--- config.mk ---
export PLATFORM = sky130hd
export DESIGN_NAME = reg_dump_reader
export DESIGN_NICKNAME = d
export VERILOG_FILES = /design/src/rtl/reg_dump_reader.sv
export SDC_FILE = /design/constraint.sdc
export NUM_CORES = 1
export LEC_CHECK = 0
export CORE_ASPECT_RATIO = 1.2
export CORE_MARGIN = 3
export CORE_UTILIZATION = 50
export DETAILED_ROUTE_END_ITERATION = 7
export DONT_BUFFER_PORTS = 1
export GPL_ROUTABILITY_DRIVEN = 1
export MAX_ROUTING_LAYER = met4
export PLACE_DENSITY = 0.68
export REMOVE_ABC_BUFFERS = 1
export SETUP_SLACK_MARGIN = 0.02
export SLEW_MARGIN = 10
export SYNTH_ARGS = -nofsm -noshare
export SYNTH_HDL_FRONTEND = slang
export SYNTH_SLANG_ARGS = --single-unit
--- constraint.sdc ---
create_clock -name i_clk -period 1.75 [get_ports i_clk]
set_input_delay 0.0875 -clock i_clk [delete_from_list [all_inputs] [get_ports i_clk]]
set_output_delay 0.0875 -clock i_clk [all_outputs]
set_load 0.05 [all_outputs]
--- src/rtl/reg_dump_reader.sv ---
// Register-file dumper: reads each register once and streams
// its four bytes to a valid/ready byte transmitter.
module reg_dump_reader #(
  parameter int NUM_REGS  = 32,
  parameter bit LSB_FIRST = 1'b0
) (
  input  logic        i_clk,
  input  logic        i_rst,
  input  logic        i_start,
  output logic [4:0]  o_reg_sel,
  input  logic [31:0] i_reg_data,
  output logic [7:0]  o_tx_data,
  output logic        o_tx_valid,
  input  logic        i_tx_ready,
  output logic        o_busy,
  output logic        o_done
);

  localparam logic [4:0] LAST = 5'(NUM_REGS - 1);

  typedef enum logic [2:0] {
    S_IDLE,
    S_LOAD,
    S_SEND,
    S_NEXT,
    S_DONE
  } state_t;

  state_t      state, state_nx;
  logic [4:0]  idx, idx_nx;
  logic [1:0]  cnt, cnt_nx;
  logic [31:0] hold, hold_nx;
  logic [1:0]  lane;

  always_ff @(posedge i_clk) begin
    if (!i_rst) begin
      state <= S_IDLE;
      idx   <= '0;
      cnt   <= '0;
      hold  <= '0;
    end else begin
      state <= state_nx;
      idx   <= idx_nx;
      cnt   <= cnt_nx;
      hold  <= hold_nx;
    end
  end

  always_comb begin
    state_nx   = state;
    idx_nx     = idx;
    cnt_nx     = cnt;
    hold_nx    = hold;
    o_tx_valid = 1'b0;
    o_done     = 1'b0;
    unique case (state)
      S_IDLE: begin
        if (i_start) begin
          idx_nx   = '0;
          state_nx = S_LOAD;
        end
      end
      S_LOAD: begin
        hold_nx  = i_reg_data;
        cnt_nx   = '0;
        state_nx = S_SEND;
      end
      S_SEND: begin
        o_tx_valid = 1'b1;
        if (i_tx_ready) begin
          if (cnt == 2'd3) state_nx = S_NEXT;
          else             cnt_nx   = cnt + 2'd1;
        end
      end
      S_NEXT: begin
        if (idx == LAST) begin
          state_nx = S_DONE;
        end else begin
          idx_nx   = idx + 5'd1;
          state_nx = S_LOAD;
        end
      end
      S_DONE: begin
        o_done   = 1'b1;
        state_nx = S_IDLE;
      end
      default: state_nx = S_IDLE;
    endcase
  end

  // MSB-first walks lanes 3..0, i.e. the inverted byte count
  assign lane      = LSB_FIRST ? cnt : ~cnt;
  assign o_tx_data = o_tx_valid ? hold[{lane, 3'b000} +: 8] : '0;
  assign o_reg_sel = (state == S_IDLE) ? '0 : idx;
  assign o_busy    = (state != S_IDLE);

endmodule

# Word level (Yosys, flattened, before mapping)
# Index checks and enable logic that the tools add are counted.
# Widths: inputs -> output; s select.
# totals
elab_cells,41
latch_bits,0
rom_bits,0
register_bits,42
inputBits,36
n_memories,0
out_inout_bits,16
mem_bits_rw,0
# classes
bitwise,1
magnitude_cmp,0
n_eq_ne,11
n_addsub,2
div,0
shift,1
n_mux,15
n_reduce_logical,7
n_mul,0
# op_table
operator,count
$shiftx 32x6->8,1
$mux 5,3
$mux 3,4
$pmux 3 s4,1
$ne 2x2->1 const B,5
$pmux 5 s2,1
$reduce_and 3->1,3
$mux 8,1
$eq 3x2->1 const B,2
$add 5x1->5 const B,1
$eq 5x5->1 const B,1
$mux 2,2
$pmux 2 s2,1
$reduce_bool 2->1,2
$eq 3x1->1 const B,1
$eq 3x3->1 const B,1
$logic_not 3->1,1
$reduce_bool 3->1,1
$add 2x1->2 const B,1
$eq 2x2->1 const B,1
$mux 1,2
$not 2->2,1

# Longest topological paths before layout
# logic_depth
ltp_word,4
depth_mapped,6

# Worst setup path after synthesis
# OpenSTA, ideal clock, no wires.
# synth_timing
path_kind,register to register
startpoint,register idx[0]
endpoint,register idx[2]
t_arrival_ns,1.602
path_buffers,0
period_less_slack_ns,1.735
path_stages_with_launch,7
required_ns,1.617
setup_slack_ns,0.015
setup_ns,0.133
cell_sequence,dfxtp_1 > ha_1 > and3_1 > ha_1 > or4bb_1 > nand2_1 > a311oi_1
# synth_via
elab_chain_cells,3
elab_cells_between_ends,6
classes_between,add/sub: 1; eq/ne: 2; mux: 2; reduce/logical: 1
# synth_lines
element,line_no,rtl
start: declaration,30,"logic [4:0] idx, idx_nx;"
start signal: assignment,43,idx <= idx_nx;
$add 5x1->5 / $eq 5x5->1 (equally long branches),"79, 76",
$mux 5 / $ne 2x2->1 (equally long branches),n/a,
$pmux 5 s2 / $reduce_and 3->1 (equally long branches),n/a,
# Several ways; a longest one is shown, not always the timed one. The select of a mux whose other input is x is not followed.
# A chain may end at the register's enable or synchronous reset.

# Worst setup path after layout
# layout_timing
startpoint,register idx[0]
endpoint,register idx[3]
# Same word-level chain as after synthesis.

==> results.yml <==
outcome:
  status: "finished clean"
routing:
  route.vias.total: 1784
  ant_nets: 0
  drt-total-wl_um: 4940
  drt_iter0_drc: 86
  avgRoutedWirePerCell_um: 15.0
  viasPerCell: 5.41
  drt_pass1_iterations: 4
  drc: 0
setup_path:
  criticalPathCategory: "reg -> reg"
  worst_setup_path_start_kind: "flip-flop"
  cp_max_fo: 3
  arrival_ns: 1.87
  end_kind: "flip-flop"
  required_ns: 1.91
sta:
  fin_crit_sh_pct: 98.3
  finClkSkew_ns: 0.00779
  slew_viol_final: 0
  rsz0062_at_grt: "yes"
  max_slew_margin_pct: 67.5
  finalSetupViolations: 0
  worstMarginPinSlew_ns: 0.491
  min_period_ns: 1.72
  fmax_mhz: 582
  hold_violations: 0
  worst_hold_slack_ns: 0.0947
global_route:
  grt_pass1_wl_um: 8310
  grt_util_met3_pct: 5.81
  grt_util_met1_pct: 24.1
  grtUsageMet2_pct: 44.4
  grt_pass1_vias: 1855
  grt_usage_pct: 23.8
  antenna_found_initial: 0
  overflow: 0
  grt_max_degree: 40
  grt_most_used_layer: "met2"
yosys:
  ys_seq_area_share_pct: 44.2
  synthCells: 223
  synth_seq_cells: 42
  yosys_most_used_dff: "dfxtp_1"
  synth_enable_flop_cells: 0
  synth_top_area_share_pct: 44.2
  synthTopCellsByArea: "dfxtp_1 44%, nand2_1 14%, a21oi_1 10%, mux4_2 9.5%, and2_1 3.0%"
  yosysTopAreaCell: "dfxtp_1"
  synthArstFlopShare_pct: 0
  yosysWarnings: 0
  syn-cell-area_sq_um: 1900
  avgSynthCellArea_sq_um: 8.54
  ys_types: 33
cells_and_area:
  fin_cells: 330
  final_area_sq_um: 2770
  layout_common_cells: "68 x nand2_1, 38 x a21oi_1, 37 x dfxtp_1"
  drive_above_1_share_pct: 23.9
  area_growth_pct: 45.2
  layout_commonest_cell: "nand2_1"
  utilization_pct: 79.4
  antennaDiodeCount: 0
  num-nets-final: 318
  n_fill_cell: 227
cts:
  cts_sinks: 42
  clk_latency_ns: 0.29
  h-tree-depth: 2
  clock_path_buffers: 2
  cts_buffers: 5
  cts_tree: "built"
  root_buffer: "clkbuf_8"
  path_clk_slew_ns: 0.08
placed_design:
  dp.cells: 284
  port_buffers: 0
  gp_congestion: 0.741
  placed_area_sq_um: 2200
  dp_hpwl_um: 3140
floorplanning:
  dieArea_sq_um: 4590
  ios: 52
  initial_core_util_pct: 54.7
  dieWidth_um: 62.3
  die_h_um: 73.6
  row_count: 23
  core-area_sq_um: 3480
min_path:
  hp-class: "in -> reg"
pwr:
  vdd_ir_drop_max_mv: 0.454
  power.total_mw: 2.12
  p_leak_nw: 1.04
  p_per_area_nw_per_um2: 768
run:
  cap_violations: 0
per-layer routing:
| metal | part of all wire [%] | vias up |
|---|---|---|
| li1 | - | 871 |
| met1 | 38 | 842 |
| met2 | 54 | 60 |
| met3 | 5.7 | 11 |
| met4 | 1.9 | 0 |
| met5 | 0 | - |
through the flow:
step | TNS [ns] | setup WS, ns
after CTS | 0 | 0.0176
after floorplan | -0.934 | -0.0283
after global placement | 0 | 0.0193
after global routing | -0.00514 | -0.00514
final | 0 | 0.0305
after detailed placement | -0.347 | -0.131
cells by family after synthesis:
family | after synthesis | share of synthesized area, %
and+or+nand+nor | 106 | 27.0
adders and majority gates | 3 | 1.97
buffers and inverters | 18 | 4.14
DFF | 42 | 44.2
muxes | 8 | 9.46
AOI/OAI and AO/OA | 45 | 12.8
xor gates and xnor gates | 1 | 0.460
report_power, final:
group	leakage (nW)	internal, mW	switching (mW)
Sequential	0.344	1.01	0.0298
Clock	0.0575	0.398	0.314
Combinational	0.640	0.175	0.199
final cells by class:
type | count | area [sq um] | share of cell area, %
Multi-Input combinational cell | 163 | 1060 | 38.2
Sequential cell | 42 | 847 | 30.6
Timing Repair Buffer | 64 | 676 | 24.4
Clock buffer | 8 | 110 | 3.98
Tap cell | 50 | 62.6 | 2.26
Inverter | 3 | 13.8 | 0.498
registers in the layout, summed over array words and instances (netlist names):
signal  count
cnt         2
hold       32
idx         5
state       3
Yosys cell counts (2+ instances only):
master    number
inv_1          2
mux4_2         8
a311oi_1       2
and3_1         2
and3b_1        2
clkbuf_1      10
nor2_1         3
nand3_1        3
nand2b_1       3
o211ai_1       2
a21oi_1       38
and2_1         9
nand2_1       69
dfxtp_1       42
ha_1           3
buf_2          3
nor2b_1        6
worst paths after layout:
kind                   start      end  slack [ns]  cells past startpoint
setup / recovery      idx[0]   idx[3]        0.03                      6
setup reg to reg      idx[0]   idx[3]        0.03                      6
hold reg to reg      hold[8]  hold[8]        0.46                      2
hold / removal    i_tx_ready   cnt[0]        0.09                      3
worst max-delay path, cell delays in order, from the launching register on:
cell and delay [ns]:
dfxtp_2 0.35, ha_4 0.16, and3_4 0.18, ha_4 0.16, or4bb_4 0.54, nand2_4 0.09
a311oi_2 0.10
what timing repair did:
action,in CTS,in global routing
hold buffers,35,0
pin swaps,5,2
gates resized for setup,17,8
setup endpoints to repair,13,12
hold endpoints to repair,36,0
buffers inserted,3,0
Note: power is estimated with default switching activity, not from simulation.
